--- config.mk ---
export PLATFORM = sky130hd
export DESIGN_NAME = jk_cmd_sequencer
export DESIGN_NICKNAME = d
export VERILOG_FILES = /design/src/rtl/jk_cmd_sequencer.sv
export SDC_FILE = /design/constraint.sdc
export NUM_CORES = 1
export LEC_CHECK = 0
export CORE_MARGIN = 2
export CORE_UTILIZATION = 35
export DETAILED_ROUTE_END_ITERATION = 8
export PLACE_DENSITY = 0.53
export REMOVE_ABC_BUFFERS = 1
export SLEW_MARGIN = 20
export SYNTH_ARGS = -nofsm -noshare
export SYNTH_HDL_FRONTEND = slang
export SYNTH_SLANG_ARGS = --single-unit
--- constraint.sdc ---
create_clock -name i_clock -period 4.7 [get_ports i_clock]
set_input_delay 0.94 -clock i_clock [delete_from_list [all_inputs] [get_ports i_clock]]
set_output_delay 0.94 -clock i_clock [all_outputs]
set_load 0.02 [all_outputs]
--- src/rtl/jk_cmd_sequencer.sv ---
// Command FIFO plus CLR/SETTLE/RUN sequencer that drives registered J/K to a JK flop bank.
// Optional shadow model and q mismatch checker, built when JK_SEQ_CHECK_EN is defined.

`ifdef JK_SEQ_CHECK_EN
module jk_seq_lane (
  input  logic i_clock,
  input  logic i_reset,
  input  logic i_upd,
  input  logic i_clr,
  input  logic i_chk,
  input  logic i_j,
  input  logic i_k,
  input  logic i_q,
  output logic o_err_nxt,
  output logic o_err
);
  logic r_shadow;
  logic r_err;
  logic w_sh_nxt;
  logic w_err_nxt;

  always_comb begin
    w_sh_nxt = r_shadow;
    case ({i_j, i_k})
      2'b01:   w_sh_nxt = 1'b1;
      2'b10:   w_sh_nxt = 1'b0;
      2'b11:   w_sh_nxt = ~r_shadow;
      default: w_sh_nxt = r_shadow;
    endcase
  end

  assign w_err_nxt = r_err | (i_chk & (i_q ^ r_shadow));

  always_ff @(posedge i_clock) begin
    if (i_reset) begin
      r_shadow <= 1'b0;
      r_err    <= 1'b0;
    end else begin
      if (i_clr)      r_shadow <= 1'b0;
      else if (i_upd) r_shadow <= w_sh_nxt;
      r_err <= w_err_nxt;
    end
  end

  assign o_err_nxt = w_err_nxt;
  assign o_err     = r_err;
endmodule
`endif

module jk_cmd_sequencer #(
  parameter int LANES = 4,
  parameter int DEPTH = 4
) (
  input  logic                       i_clock,
  input  logic                       i_reset,
  input  logic                       i_cmd_valid,
  output logic                       o_cmd_ready,
  input  logic [2*LANES-1:0]         i_cmd_op,
  output logic [LANES-1:0]           o_j,
  output logic [LANES-1:0]           o_k,
  input  logic [LANES-1:0]           i_q_in,
  output logic                       o_busy,
  output logic [$clog2(DEPTH+1)-1:0] o_fill,
  output logic                       o_err,
  output logic [LANES-1:0]           o_err_lanes
);
  localparam int AW = (DEPTH > 1) ? $clog2(DEPTH) : 1;
  localparam int FW = $clog2(DEPTH+1);

  typedef enum logic [1:0] {S_CLR, S_SETTLE, S_RUN} state_t;

  state_t                 r_state, w_state_nxt;
  logic [2*LANES-1:0]     r_mem [DEPTH];
  logic [AW-1:0]          r_wr_ptr, r_rd_ptr;
  logic [FW-1:0]          r_fill;
  logic [LANES-1:0]       r_j, r_k, w_j_nxt, w_k_nxt;
  logic                   r_busy, w_busy_nxt;
  logic                   w_push, w_pop;
  logic [2*LANES-1:0]     w_head;

  // A full FIFO refuses a push even if it pops this cycle.
  assign o_cmd_ready = (r_fill != FW'(DEPTH));
  assign w_push      = i_cmd_valid && o_cmd_ready;
  assign w_pop       = (r_state == S_RUN) && (r_fill != '0);
  assign w_head      = r_mem[r_rd_ptr];

  always_ff @(posedge i_clock) begin
    if (w_push) r_mem[r_wr_ptr] <= i_cmd_op;
  end

  always_ff @(posedge i_clock) begin
    if (i_reset) begin
      r_wr_ptr <= '0;
      r_rd_ptr <= '0;
      r_fill   <= '0;
    end else begin
      if (w_push) r_wr_ptr <= r_wr_ptr + AW'(1);
      if (w_pop)  r_rd_ptr <= r_rd_ptr + AW'(1);
      if (w_push && !w_pop)      r_fill <= r_fill + FW'(1);
      else if (w_pop && !w_push) r_fill <= r_fill - FW'(1);
    end
  end

  always_ff @(posedge i_clock) begin
    if (i_reset) begin
      r_state <= S_CLR;
      r_j     <= '0;
      r_k     <= '0;
      r_busy  <= 1'b1;
    end else begin
      r_state <= w_state_nxt;
      r_j     <= w_j_nxt;
      r_k     <= w_k_nxt;
      r_busy  <= w_busy_nxt;
    end
  end

  always_comb begin
    w_state_nxt = r_state;
    w_j_nxt     = '0;
    w_k_nxt     = '0;
    w_busy_nxt  = r_busy;
    case (r_state)
      S_CLR: begin
        w_j_nxt     = '1;
        w_state_nxt = S_SETTLE;
      end
      S_SETTLE: begin
        w_busy_nxt  = 1'b0;
        w_state_nxt = S_RUN;
      end
      S_RUN: begin
        // Op bits are {j,k} per lane, so the head unpacks straight onto the flops.
        if (w_pop) begin
          for (int i = 0; i < LANES; i++) begin
            w_j_nxt[i] = w_head[2*i+1];
            w_k_nxt[i] = w_head[2*i];
          end
        end
      end
      default: w_state_nxt = S_CLR;
    endcase
  end

  assign o_j    = r_j;
  assign o_k    = r_k;
  assign o_busy = r_busy;
  assign o_fill = r_fill;

`ifdef JK_SEQ_CHECK_EN
  logic             r_armed;
  logic             r_err;
  logic [LANES-1:0] w_err_lanes_nxt;
  logic [LANES-1:0] w_err_lanes;

  always_ff @(posedge i_clock) begin
    if (i_reset) begin
      r_armed <= 1'b0;
      r_err   <= 1'b0;
    end else begin
      if (r_state == S_SETTLE) r_armed <= 1'b1;
      r_err <= |w_err_lanes_nxt;
    end
  end

  for (genvar g = 0; g < LANES; g++) begin : g_lane
    jk_seq_lane u_lane (
      .i_clock   (i_clock),
      .i_reset   (i_reset),
      .i_upd     (r_state == S_RUN),
      .i_clr     (r_state == S_SETTLE),
      .i_chk     ((r_state == S_RUN) && r_armed),
      .i_j       (r_j[g]),
      .i_k       (r_k[g]),
      .i_q       (i_q_in[g]),
      .o_err_nxt (w_err_lanes_nxt[g]),
      .o_err     (w_err_lanes[g])
    );
  end

  assign o_err       = r_err;
  assign o_err_lanes = w_err_lanes;
`else
  logic w_unused_q;
  assign w_unused_q  = ^i_q_in;
  assign o_err       = 1'b0;
  assign o_err_lanes = '0;
`endif
endmodule

==> results.cfg, run 1 <==
[global_route]
grt-ovfl-total = 0
grt_pass1_vias = 1080
busiest_layer = met2
use_met3_pct = 4.07
grt_util_met2_pct = 20.4
grt_use_met1_pct = 14.3
grt_pass1_wl_um = 5500
antenna_found_initial = 0
grt_usage_pct = 12.0
grt_max_degree = 16

[synth]
yosys_warnings = 0
synthCells = 130
synth-edff-count = 32
yosysMostFrequentCell = edfxtp_1
ys_types = 26
synthTopCellsByArea = edfxtp_1, dfxtp_1, mux4_2, ha_1, buf_4
yosys.area.top_type_share_pct = 47.9
synth_ff_type = edfxtp_1
ys_top_cells_by_count = edfxtp_1, dfxtp_1, mux4_2, a21oi_1, buf_4
postSynth.asyncResetShare_pct = 0
seq_area_frac_synth_pct = 67.8
avgSynthCellArea_um2 = 15.4
yosysTopAreaCell = edfxtp_1
syn_area_um2 = 2010
synth-seq-cells = 52

[route]
num_vias = 1067
ant_nets = 0
drc = 0
drt_wl_total_um = 3430
vias_per_cell = 4.68
drtIter0Drc = 28
avgRoutedWirePerCell_um = 15.0
dr.pass1.iters = 4

[power]
power.internal_w = 0.000764
switching_share_pct = 28.8
seq_power_share_pct = 54.5
combPwrFrac_pct = 22.9
ir_worst_vdd_v = 0.000178
clockPowerShare_pct = 22.6
cellLeakagePower_nw = 0.817
p_per_area_nw_per_um2 = 453
switchingPower_w = 0.000309

[floorplanning]
start_util_pct = 36.2
dieArea_um2 = 6360
die_w_um = 79.7
rows = 27
die_y_um = 79.7
io-pin-count = 33
core_um2 = 5540

[timing]
fin_worst_skew_ps = 4.63
max_freq_mhz = 360
finalHoldViolCount = 0
fin_crit_ps = 2780
fin_hold_ws_ps = 455
finalMaxSlewViolations = 0
grt_setup_unrepaired = false
setup_viol = 0
tns_ps = 0
worst_pin_slew_ps = 594
period_share_pct = 59.1
slew_headroom_pct = 60.3

[worst_setup_path]
max_stage_delay_ps = 570
crit_required_ps = 4930
path_buf_inv = 3
critPathMaxFanout = 7
worstPathCellList = clkdlybuf4s50_1, inv_1, nor2_1, ha_1, inv_1, fa_1, xor2_1, or3_1, a21oi_1
cp_common_cell = inv_1
worstPathArrival_ps = 3000
crit_family = buffers and inverters
worstSetupEndpointType = flop
critPathKind = input pin to flop
cp-start-kind = input pin
cp_slowest_cell = clkdlybuf4s50_1

[worst_hold_path]
hold_path.class = flop to flop

[cells_and_area]
stdcell_count = 228
utilization_pct = 42.7
syn_to_final_growth_pct = 17.9
drive_gt1_share_pct = 14.1
design_area_um2 = 2370
fin_nets = 176
n_antenna_cell = 0

[clock_network]
clock_path_buffers = 2
cts_resized = 0
path_clk_slew_ps = 90
ctsHoldBuffers = 0
numCtsBuffers = 5
htreeDepth = 2
clock_latency_ps = 300
postCtsSetupRepairBufs = 0
root_buffer = clkbuf_8
cts_tree = yes
cts.sinks = 52

[run_status]
status = completed

[placement]
place.gp.congestion = 0.664
hpwl_um = 2280
port_buffers = 23
dp_cells = 220
place_area_um2 = 2280

[job]
drv_cap = 0
-- power groups by stage --
stage	clock network [W]	logic (W)	registers, W
finish	0.000243	0.000246	0.000584
global route	0.000272	0.000270	0.000593
CTS	0.000252	0.000250	0.000586
detailed placement	0	0.000248	0.000596
global placement	0	0.000238	0.000592
floorplan	0	0.000134	0.000610
-- through the flow --
stage               setup slack, ps  power [W]
floorplan                      2410   0.000743
global placement               1740   0.000830
detailed placement             1640   0.000844
CTS                            1910    0.00109
global route                   1780    0.00114
finish                         1920    0.00107
-- layout by cell type (no fill, tap or decap), drive strengths merged --
master and instances:
edfxtp 32, clkdlybuf4s50 23, dfxtp 20, o21ai 9, mux4 8, a21oi 7, inv 6, clkbuf 6
or3 5, clkinv 5, ha 5, conb 5, and3 4, nor2b 4, nor2 3, nand2b 3
nand3 2, xor2 2, o31ai 1, or2 1, nor3b 1, mux2i 1, a21o 1, fa 1
clkinvlp 1
-- layer usage --
| layer | part of all wire, % | vias up |
|---|---|---|
| li1 | - | 514 |
| met1 | 44 | 526 |
| met2 | 51 | 22 |
| met3 | 3.8 | 5 |
| met4 | 1.3 | 0 |
| met5 | 0 | - |
-- flip-flops by register name, summed over array words and instances, names as in the netlist, named ones only --
signal / cells
o_busy: 1
r_rd_ptr: 2
o_j: 4
r_state: 2
r_wr_ptr: 2
o_fill: 3
r_mem: 32
o_k: 4
-- worst paths after layout --
check                   start   endpoint  slack [ps]  cells after the start
setup / recovery  i_cmd_valid  o_fill[2]        1920                      9
hold / removal         o_busy     o_busy         460                      1
hold reg to reg        o_busy     o_busy         460                      1
setup reg to reg    o_fill[0]  o_fill[2]        2440                      8
-- layout make-up --
cell class	count	area [um2]
Fill cell	536	3170
Clock buffer	6	72.6
Sequential cell	52	1360
Timing Repair Buffer	23	230
Inverter	10	37.5
Clock inverter	2	11.3
Multi-Input combinational cell	63	564
Tap cell	72	90.1
-- kinds of logic after synthesis --
kind of cell,Yosys count,synth area share (%)
XOR/XNOR,2,0.872
other,1,0.187
flip-flops,52,67.8
adder cells (fa/ha/maj),6,4.11
AO/OA/AOI/OAI,18,5.73
AND/OR/NAND/NOR,23,6.98
multiplexers,9,9.47
buffers and inverters,19,4.86
No activity file was read; power rests on OpenSTA's default activity.
==> run 2: changes to the inputs <==
--- a/config.mk
+++ b/config.mk
@@ -8,7 +8,7 @@
 export CORE_MARGIN = 2
 export CORE_UTILIZATION = 35
 export DETAILED_ROUTE_END_ITERATION = 8
-export PLACE_DENSITY = 0.53
+export PLACE_DENSITY = 0.55
 export REMOVE_ABC_BUFFERS = 1
 export SLEW_MARGIN = 20
 export SYNTH_ARGS = -nofsm -noshare
==> constraint.sdc (replaced) <==
create_clock -name i_clock -period 2.5 [get_ports i_clock]
set_input_delay 0.5 -clock i_clock [delete_from_list [all_inputs] [get_ports i_clock]]
set_output_delay 0.5 -clock i_clock [all_outputs]
set_load 0.02 [all_outputs]
==> run 2 against run 1 <==
Register-to-register slack lost 2200 ps. Global-route usage down 0.084 points. Design area is 1.8% higher. Clock power rose by 130%. Sequential share of layout area decreased by 1.0 points. Combinational power up 87%. Flip-flop and latch count unchanged. Final cell count up 0.88%. Non-clock buffer count is 2 higher. Highest routed layer unchanged.
==> results.cfg, run 2 (synthesized netlist as in run 1, its figures left out) <==
[timing]
tns_ps = 0
worst_pin_slew_ps = 573
setup_viol = 0
max_freq_mhz = 446
grt_setup_unrepaired = false
slew_headroom_pct = 61.7
fin_worst_skew_ps = 9.72
finalHoldViolCount = 0
fin_crit_ps = 2240
finalMaxSlewViolations = 0
period_share_pct = 89.7

[floorplanning]
die_w_um = 79.7
io-pin-count = 33
core_um2 = 5540
start_util_pct = 36.2
die_y_um = 79.7
rows = 27
dieArea_um2 = 6360

[cells_and_area]
regMostFlops = r_mem
final.fill_count = 521
final_common_cell = edfxtp_1
n_antenna_cell = 0
multi_input_comb_area_um2 = 564
regArea_um2 = 1360
utilization_pct = 43.5
syn_to_final_growth_pct = 20.0
fin_nets = 178
drive_gt1_share_pct = 16.5
largest_reg_flops = 32
mostFrequentLayoutCells = edfxtp_1, clkdlybuf4s50_1, dfxtp_1, mux4_2, a21oi_1

[power]
switchingPower_w = 0.000589
ir_worst_vdd_v = 0.000416
p_per_area_nw_per_um2 = 883
cellLeakagePower_nw = 0.842
clockPowerShare_pct = 26.7
seq_power_share_pct = 51.7
combPwrFrac_pct = 21.6
switching_share_pct = 27.7
power.internal_w = 0.00154

[clock_network]
clock_latency_ps = 300
numCtsBuffers = 5
postCtsSetupRepairBufs = 0
cts_tree = yes
cts.sinks = 52
path_clk_slew_ps = 90
clock_path_buffers = 2
htreeDepth = 2
root_buffer = clkbuf_8
cts_resized = 0
ctsHoldBuffers = 0

[worst_setup_path]
crit_required_ps = 2730
critPathMaxFanout = 6
worstSetupEndpointType = flop
cp-endpoint = o_fill[2]
critPathKind = flop to flop
worstPathArrival_ps = 2480
r2r_start = o_fill[0]
cp-start-kind = flop
crit_start = o_fill[0]
r2r_end = o_fill[2]
rrSetupSlack_ps = 260
reg2reg_depth = 8

[route]
drt_wl_total_um = 3420
ant_nets = 0
drc = 0
vias_per_cell = 4.57
drtIter0Drc = 38
dr.pass1.iters = 4
num_vias = 1052
avgRoutedWirePerCell_um = 14.9

[placement]
port_buffers = 23
place.gp.congestion = 0.652
hpwl_um = 2340

[global_route]
grt_usage_pct = 11.9
antenna_found_initial = 0
grt_pass1_wl_um = 5600
grt_max_degree = 17
grt_pass1_vias = 1113
grt-ovfl-total = 0

[worst_hold_path]
hold_path.class = flop to flop

[run_status]
status = completed

[job]
drv_cap = 0
run 2: cell count changes in the layout (fill, tap and decap cells not counted):
cell,previous run,this run
bufinv_16,0,1
buf_4,0,2
clkinv_1,5,4
clkbuf_1,1,0
clkinv_2,0,1
run 2: worst max-delay path, cell delays in order, from the launching register on:
cell     delay [ps]
dfxtp_1         400
o31ai_2         390
or2_2           190
ha_1            170
inv_1            60
fa_1            370
xor2_1          160
or3_1           310
a21oi_1         140
run 2: per-stage QoR:
step | instances | setup slack [ps] | hold slack [ps] | instance area, um2 | total power (W)
after floorplan | 125 | 385 | 452 | 1960 | 0.00140
after global placement | 222 | 102 | 436 | 2300 | 0.00156
after detailed placement | 222 | 47.4 | 442 | 2300 | 0.00159
after CTS | 230 | 260 | 463 | 2410 | 0.00216
after global routing | 230 | 109 | 498 | 2410 | 0.00225
final | 230 | 256 | 458 | 2410 | 0.00213
run 2: final cells by class:
cell class / count / area share (%)
flip-flops and latches: 52 / 56.5
multi-input cells: 63 / 23.4
repair buffers: 25 / 10.2
well taps: 72 / 3.74
clock buffers: 5 / 2.86
clock inverters: 3 / 1.77
inverters: 10 / 1.56
run 2: per-layer routing:
| metal | up-vias | track usage [%] | wire length, um |
|---|---|---|---|
| li1 | 511 | - | - |
| met1 | 513 | 15.2 | 1510 |
| met2 | 26 | 19.6 | 1760 |
| met3 | 2 | 3.73 | 134 |
| met4 | 0 | 3.56 | 15 |
| met5 | - | 0 | 0 |
run 2: power by group through the flow:
stage                     logic, W  registers (W)  clock network [W]
after floorplan           0.000251        0.00115                  0
after global placement    0.000449        0.00111                  0
after detailed placement  0.000467        0.00112                  0
after CTS                 0.000468        0.00110           0.000587
after global routing      0.000507        0.00111           0.000630
final                     0.000461        0.00110           0.000568
run 2: worst min-delay path by stage:
stage / startpoint / endpoint / slack (ps) / cells after the start
floorplan: r_rd_ptr[1] / flop / 450 / 2
global placement: o_busy / o_busy / 440 / 1
detailed placement: o_busy / o_busy / 440 / 1
CTS: o_busy / o_busy / 460 / 1
global route: o_busy / o_busy / 500 / 1
finish: o_busy / o_busy / 460 / 1
